[src/rtl/scan_chain_ctrl_if.sv]
// Pattern handshake bundle between a pattern source (master) and scan_chain_ctrl (slave).
interface scan_chain_ctrl_if #(
    parameter int CHAIN_LEN = 16
);
    logic                 pat_valid;
    logic                 pat_ready;
    logic [CHAIN_LEN-1:0] pat_data;
    logic [CHAIN_LEN-1:0] exp_data;

    modport master (output pat_valid, output pat_data, output exp_data, input pat_ready);
    modport slave  (input pat_valid, input pat_data, input exp_data, output pat_ready);
endinterface

[src/rtl/scan_chain_ctrl.sv]
// Scan chain load/unload sequencer with response compare and sticky fail counting.
// Optional response MISR on `signature` is built only when SCAN_CTRL_MISR_EN is defined.
module scan_chain_ctrl #(
    parameter int CHAIN_LEN = 16,
    parameter int CNT_W     = 8
) (
    input  logic             CK,
    input  logic             RN,
    input  logic             start,
    input  logic [CNT_W-1:0] num_pat,
    scan_chain_ctrl_if.slave pat_if,
    output logic             SE,
    output logic             SI,
    input  logic             SO,
    output logic             busy,
    output logic             done,
    output logic             fail,
    output logic [CNT_W-1:0] fail_count,
    output logic [15:0]      signature
);
    localparam int BCW = $clog2(CHAIN_LEN) + 1;
    localparam logic [BCW-1:0] LAST_BIT = BCW'(CHAIN_LEN - 1);

    typedef enum logic [2:0] {
        S_IDLE, S_WAIT_PAT, S_SHIFT, S_CAPTURE, S_FLUSH, S_DONE
    } state_t;

    state_t               state_q, state_d;
    logic                 se_q, se_d, si_q, si_d;
    logic [CHAIN_LEN-1:0] stim_q, stim_d, exp_cur_q, exp_cur_d, cmp_q, cmp_d;
    logic [CNT_W-1:0]     num_pat_q, num_pat_d, pat_cnt_q, pat_cnt_d;
    logic [CNT_W-1:0]     fail_count_q, fail_count_d;
    logic [BCW-1:0]       bit_cnt_q, bit_cnt_d;
    logic                 have_prev_q, have_prev_d, fail_q, fail_d;
    logic                 start_acc, last_bit, more_pat, cmp_en, mismatch;

    assign start_acc = (state_q == S_IDLE) && start;
    assign last_bit  = (bit_cnt_q == LAST_BIT);
    assign more_pat  = (pat_cnt_q + CNT_W'(1)) != num_pat_q;
    // First pattern's unload is still the chain's power-up content, so it is not judged.
    assign cmp_en    = ((state_q == S_SHIFT) && have_prev_q) || (state_q == S_FLUSH);
    assign mismatch  = cmp_en && (SO != cmp_q[0]);

    always_ff @(posedge CK or negedge RN) begin
        if (!RN) state_q <= S_IDLE;
        else     state_q <= state_d;
    end

    always_comb begin
        state_d = state_q;
        case (state_q)
            S_IDLE:     if (start) state_d = (num_pat == '0) ? S_DONE : S_WAIT_PAT;
            S_WAIT_PAT: if (pat_if.pat_valid) state_d = S_SHIFT;
            S_SHIFT:    if (last_bit) state_d = S_CAPTURE;
            S_CAPTURE:  state_d = more_pat ? S_WAIT_PAT : S_FLUSH;
            S_FLUSH:    if (last_bit) state_d = S_DONE;
            S_DONE:     state_d = S_IDLE;
            default:    state_d = S_IDLE;
        endcase
    end

    // SE/SI are registered from the upcoming state so the chain sees clean flop outputs.
    always_comb begin
        pat_if.pat_ready = (state_q == S_WAIT_PAT);
        busy             = (state_q != S_IDLE);
        done             = (state_q == S_DONE);
        se_d = (state_d == S_WAIT_PAT) || (state_d == S_SHIFT) || (state_d == S_FLUSH);
        si_d = 1'b0;
        if (state_d == S_SHIFT)
            si_d = (state_q == S_WAIT_PAT) ? pat_if.pat_data[0] : stim_q[0];
    end

    always_comb begin
        stim_d       = stim_q;
        exp_cur_d    = exp_cur_q;
        cmp_d        = cmp_q;
        num_pat_d    = num_pat_q;
        pat_cnt_d    = pat_cnt_q;
        have_prev_d  = have_prev_q;
        fail_d       = fail_q;
        fail_count_d = fail_count_q;
        bit_cnt_d    = '0;
        if (((state_q == S_SHIFT) && (state_d == S_SHIFT)) ||
            ((state_q == S_FLUSH) && (state_d == S_FLUSH)))
            bit_cnt_d = bit_cnt_q + BCW'(1);
        case (state_q)
            S_IDLE: if (start) begin
                num_pat_d    = num_pat;
                pat_cnt_d    = '0;
                have_prev_d  = 1'b0;
                fail_d       = 1'b0;
                fail_count_d = '0;
            end
            S_WAIT_PAT: if (pat_if.pat_valid) begin
                stim_d    = pat_if.pat_data >> 1;
                exp_cur_d = pat_if.exp_data;
                cmp_d     = exp_cur_q;
            end
            S_SHIFT, S_FLUSH: begin
                stim_d = stim_q >> 1;
                cmp_d  = cmp_q >> 1;
            end
            S_CAPTURE: begin
                pat_cnt_d   = pat_cnt_q + CNT_W'(1);
                have_prev_d = 1'b1;
                cmp_d       = exp_cur_q;
            end
            default: ;
        endcase
        if (mismatch) begin
            fail_d = 1'b1;
            if (fail_count_q != '1) fail_count_d = fail_count_q + CNT_W'(1);
        end
    end

    always_ff @(posedge CK or negedge RN) begin
        if (!RN) begin
            se_q         <= 1'b0;
            si_q         <= 1'b0;
            stim_q       <= '0;
            exp_cur_q    <= '0;
            cmp_q        <= '0;
            num_pat_q    <= '0;
            pat_cnt_q    <= '0;
            have_prev_q  <= 1'b0;
            fail_q       <= 1'b0;
            fail_count_q <= '0;
            bit_cnt_q    <= '0;
        end else begin
            se_q         <= se_d;
            si_q         <= si_d;
            stim_q       <= stim_d;
            exp_cur_q    <= exp_cur_d;
            cmp_q        <= cmp_d;
            num_pat_q    <= num_pat_d;
            pat_cnt_q    <= pat_cnt_d;
            have_prev_q  <= have_prev_d;
            fail_q       <= fail_d;
            fail_count_q <= fail_count_d;
            bit_cnt_q    <= bit_cnt_d;
        end
    end

    assign SE         = se_q;
    assign SI         = si_q;
    assign fail       = fail_q;
    assign fail_count = fail_count_q;

`ifdef SCAN_CTRL_MISR_EN
    logic [15:0] misr_q, misr_d;

    // x^16+x^12+x^3+x+1, SO folded into bit 0; only compare cycles advance it.
    always_comb begin
        misr_d = misr_q;
        if (start_acc)
            misr_d = '0;
        else if (cmp_en)
            misr_d = {misr_q[14:0], 1'b0} ^ (misr_q[15] ? 16'h100B : 16'h0000) ^ {15'b0, SO};
    end

    always_ff @(posedge CK or negedge RN) begin
        if (!RN) misr_q <= '0;
        else     misr_q <= misr_d;
    end

    assign signature = misr_q;
`else
    logic unused_start_acc;
    assign unused_start_acc = start_acc;
    assign signature        = '0;
`endif
endmodule

[src/flat_wrapper.sv]
// flat-port wrapper written by rule: the top's interface ports become plain ports
module scan_chain_ctrl_flat 
#(
    parameter int CHAIN_LEN = 16,
    parameter int CNT_W     = 8
)
  (CK, RN, start, num_pat, SE, SI, SO, busy, done, fail, fail_count, signature, pat_if_pat_valid, pat_if_pat_data, pat_if_exp_data, pat_if_pat_ready);
  scan_chain_ctrl_if #(.CHAIN_LEN(CHAIN_LEN)) pat_if_i ();
  input  logic CK;
  input  logic RN;
  input  logic start;
  input  logic [CNT_W-1:0] num_pat;
  output logic SE;
  output logic SI;
  input  logic SO;
  output logic busy;
  output logic done;
  output logic fail;
  output logic [CNT_W-1:0] fail_count;
  output logic [15:0] signature;
  input wire logic [$bits(pat_if_i.pat_valid)-1:0] pat_if_pat_valid;
  input wire logic [$bits(pat_if_i.pat_data)-1:0] pat_if_pat_data;
  input wire logic [$bits(pat_if_i.exp_data)-1:0] pat_if_exp_data;
  output wire logic [$bits(pat_if_i.pat_ready)-1:0] pat_if_pat_ready;
  assign pat_if_i.pat_valid = pat_if_pat_valid;
  assign pat_if_i.pat_data = pat_if_pat_data;
  assign pat_if_i.exp_data = pat_if_exp_data;
  assign pat_if_pat_ready = pat_if_i.pat_ready;
  scan_chain_ctrl #(.CHAIN_LEN(CHAIN_LEN), .CNT_W(CNT_W)) u_core (.CK(CK), .RN(RN), .start(start), .num_pat(num_pat), .pat_if(pat_if_i), .SE(SE), .SI(SI), .SO(SO), .busy(busy), .done(done), .fail(fail), .fail_count(fail_count), .signature(signature));
endmodule
[config.mk]
export PLATFORM = sky130hd
export DESIGN_NAME = scan_chain_ctrl_flat
export DESIGN_NICKNAME = d
export VERILOG_FILES = /design/src/rtl/scan_chain_ctrl_if.sv /design/src/rtl/scan_chain_ctrl.sv /design/src/flat_wrapper.sv
export SDC_FILE = /design/constraint.sdc
export NUM_CORES = 1
export LEC_CHECK = 0
export BUFFER_PORTS_ARGS = -buffer_cell sky130_fd_sc_hd__buf_4
export CAP_MARGIN = 20
export CORE_MARGIN = 2
export CORE_UTILIZATION = 56
export CTS_CLUSTER_DIAMETER = 40
export CTS_CLUSTER_SIZE = 12
export DETAILED_ROUTE_END_ITERATION = 10
export PLACE_DENSITY = 0.8
export SLEW_MARGIN = 20
export SYNTH_ARGS = -nofsm -noshare
export SYNTH_HDL_FRONTEND = slang
export SYNTH_SLANG_ARGS = --single-unit
[constraint.sdc]
create_clock -name CK -period 2 [get_ports CK]
set_input_delay 0.4 -clock CK [delete_from_list [all_inputs] [get_ports CK]]
set_output_delay 0.4 -clock CK [all_outputs]
set_load 0.005 [all_outputs]
==> reports/results.ini <==
[timing]
slew_viol_final = 0
hold_ws_ns = 0.02000
rsz0062_at_grt = false
clock_skew_ns = 0.008062
finalHoldViolations = 0
tightest_slew_ns = 0.5182
final-setup-viol-count = 0
fmax_mhz = 526.4
min_period_ns = 1.900
relSlewSlack_pct = 65.45
final.setup.tns_ns = 0
fin_crit_sh_pct = 94.99

[clock_network]
post_cts_buffers = 0
clk_latency_ns = 0.34
clkTransAtPathRegs_ns = 0.08
h-tree-depth = 3
clock_sinks = 83
cts_tree = built
cts_root_buffer = clkbuf_8
clk_path_buf_depth = 2
cts_buffers = 9
cts_hold_buf = 0

[worst_setup_path]
crit_required_ns = 1.60
worstSetupStartpointType = register
path_class = register to output pin
critPathArrivalTime_ns = 1.50
end_kind = output pin
crit_fanout = 11

[pwr]
p_sw_uw = 2205
power.internal_uw = 4312
irDropWorstVdd_v = 0.0007811
seq_power_share_pct = 42.8
p_leak_uw = 0.002279
p_comb_share_pct = 35.4
powerDensity_nw_per_um2 = 1331
netSwitchingFraction_pct = 33.83
clock_power_share_pct = 21.8

[finish]
final_common_cell = dfrtp_1
nFillCells = 582
fin_cells = 567
most-common-layout-cells = dfrtp_1 (82), buf_4 (67), nand2_1 (55)
antennaDiodeCount = 0
multi_input_area_um2 = 1856
layout.nets = 512
postLayoutCellArea_um2 = 4896
seq_area_um2 = 2078
utilization_pct = 67.86
syn_to_final_growth_pct = 18.22
drive_above_1_share_pct = 23.93

[floorplan]
row_count = 31
num_io_pins = 75
die_h_um = 90.00
die_w_um = 90.00
dieArea_um2 = 8099
core-area_um2 = 7214
start_util_pct = 57.41

[grt]
grt_first_pass_wirelength_um = 13420
overflow = 0
grt_usage_pct = 20.01
antenna_found_initial = 0
grt_max_degree = 48
grt_pass1_vias = 2929

[placed_design]
gp_congestion = 0.8230
hpwlAfterDp_um = 5475
dpl_cell_area_um2 = 4653
portBuffers = 58
placed_cells = 551

[synth]
synth_edf_count = 0
synth.avg_cell_area_um2 = 10.28
synth.distinct_cells = 49
synthFlopType = dfrtp_1
ys_seq_area_share_pct = 50.15
yosys_warnings = 0
syn_area_um2 = 4141
async_reset_ff_share_pct = 100.0
syn_inst = 403
ys_ff_latch = 83

[run_status]
status = completed

[route]
top_layer = met4
drt_iter0_drc = 156
routed_wirelength_um = 7780
detail_route.vias_per_cell = 5.362
met2_wirelength_um = 3921
vias = 3040
ant_nets = 0
wl_per_cell_um = 13.72
route.detailed.drc = 0
wl_met1_um = 3483
wl_met3_um = 248
drt-pass1-iter-count = 4

[hold_path]
hp-class = primary input to asynchronous set/reset pin

[job]
cap_violations = 0

==> final timing paths <==
check / slack, ns / start / to / cells after the start
worst max-delay path: 0.10 / u_core.state_q[2] / pat_if_pat_ready / 5
worst min-delay path: 0.02 / RN / u_core.fail_count[1] / 1
worst max register to register: 0.13 / u_core.state_q[0] / u_core.pat_cnt_q[6] / 4
worst min register to register: 0.48 / u_core.stim_q[5] / u_core.stim_q[4] / 2
max in group asynchronous: 1.42 / RN / u_core.num_pat_q[7] / 2
min in group CK: 0.26 / num_pat[1] / u_core.num_pat_q[1] / 3
==> sequential cells by signal, summed over array words and instances (netlist names) <==
register            flops
u_core.have_prev_q      1
u_core.stim_q          15
u_core.bit_cnt_q        5
u_core.exp_cur_q       16
u_core.SE               1
u_core.fail_count       8
u_core.fail             1
u_core.cmp_q           16
u_core.SI               1
u_core.state_q          3
u_core.num_pat_q        8
u_core.pat_cnt_q        8
==> power groups by stage <==
stage	Combinational [uW]	Clock [uW]	Sequential, uW
after CTS	2330	1460	2790
after global routing	2590	1530	2880
after floorplan	1810	0	2650
after global placement	2220	0	2780
final	2300	1420	2790
after detailed placement	2310	0	2820
==> cells by family after synthesis <==
kind of cell             count (synthesis)  share of synthesized area (%)
AO/OA/AOI/OAI                           75                          11.21
XOR/XNOR                                14                          3.323
adder cells (fa/ha/maj)                  4                          1.209
buffers and inverters                   45                          6.707
flip-flops                              83                          50.15
multiplexers                            48                          12.11
other                                    1                        0.09055
AND/OR/NAND/NOR                        133                          15.20
==> final cells by class <==
cell class / instances / share of cell area (%)
tap: 99 / 2.530
inverter: 9 / 0.6900
clock buffer: 10 / 2.607
timing repair buffer: 70 / 11.50
multi-input combinational: 290 / 37.90
sequential: 83 / 42.45
clock inverter: 6 / 2.326
==> stage by stage <==
stage | total power (uW) | setup WS [ns]
6_report | 6516 | 0.1001
5_1_grt | 7000 | 0.02449
2_1_floorplan | 4467 | 0.2322
4_1_cts | 6572 | 0.01336
3_3_place_gp | 5002 | 0.1936
3_5_place_dp | 5127 | 0.1642
==> critical path, cell delays in order, from the launching register on <==
cell	delay (ns)
dfrtp_1	0.40
buf_4	0.20
inv_1	0.09
and3_1	0.19
buf_4	0.15
buf_4	0.13
==> cell usage after synthesis, types with 2 or more instances <==
library cell	number	area share (%)
a21o_1	2	0.36
a21oi_1	19	2.3
a22o_1	4	0.85
a31oi_1	2	0.30
and2_1	4	0.60
and3_1	9	1.4
buf_2	3	0.36
buf_4	18	3.3
buf_6	5	1.4
clkbuf_1	10	0.91
dfrtp_1	83	50
ha_1	4	1.2
inv_1	9	0.82
mux2_2	17	4.6
mux2i_1	31	7.5
nand2_1	55	5.0
nand2b_1	4	0.60
nand3_1	10	1.2
nand3b_1	4	0.73
nand4_1	2	0.30
nor2_1	33	3.0
nor3b_1	3	0.54
o211ai_1	3	0.54
o21ai_0	31	3.7
o22ai_1	2	0.30
o31ai_1	2	0.36
xnor2_1	6	1.3
xor2_1	7	1.5
==> repair_timing <==
item,in CTS,in global routing
hold endpoints to repair,0,0
gates resized for setup,0,2
setup endpoints to repair,0,2
==> layer usage <==
| layer | global-route usage, % | vias up |
|---|---|---|
| li1 | - | 1476 |
| met1 | 26.85 | 1489 |
| met2 | 33.14 | 66 |
| met3 | 3.185 | 9 |
| met4 | 7.564 | 0 |
| met5 | 0 | - |
Note: power is estimated with default switching activity, not from simulation.
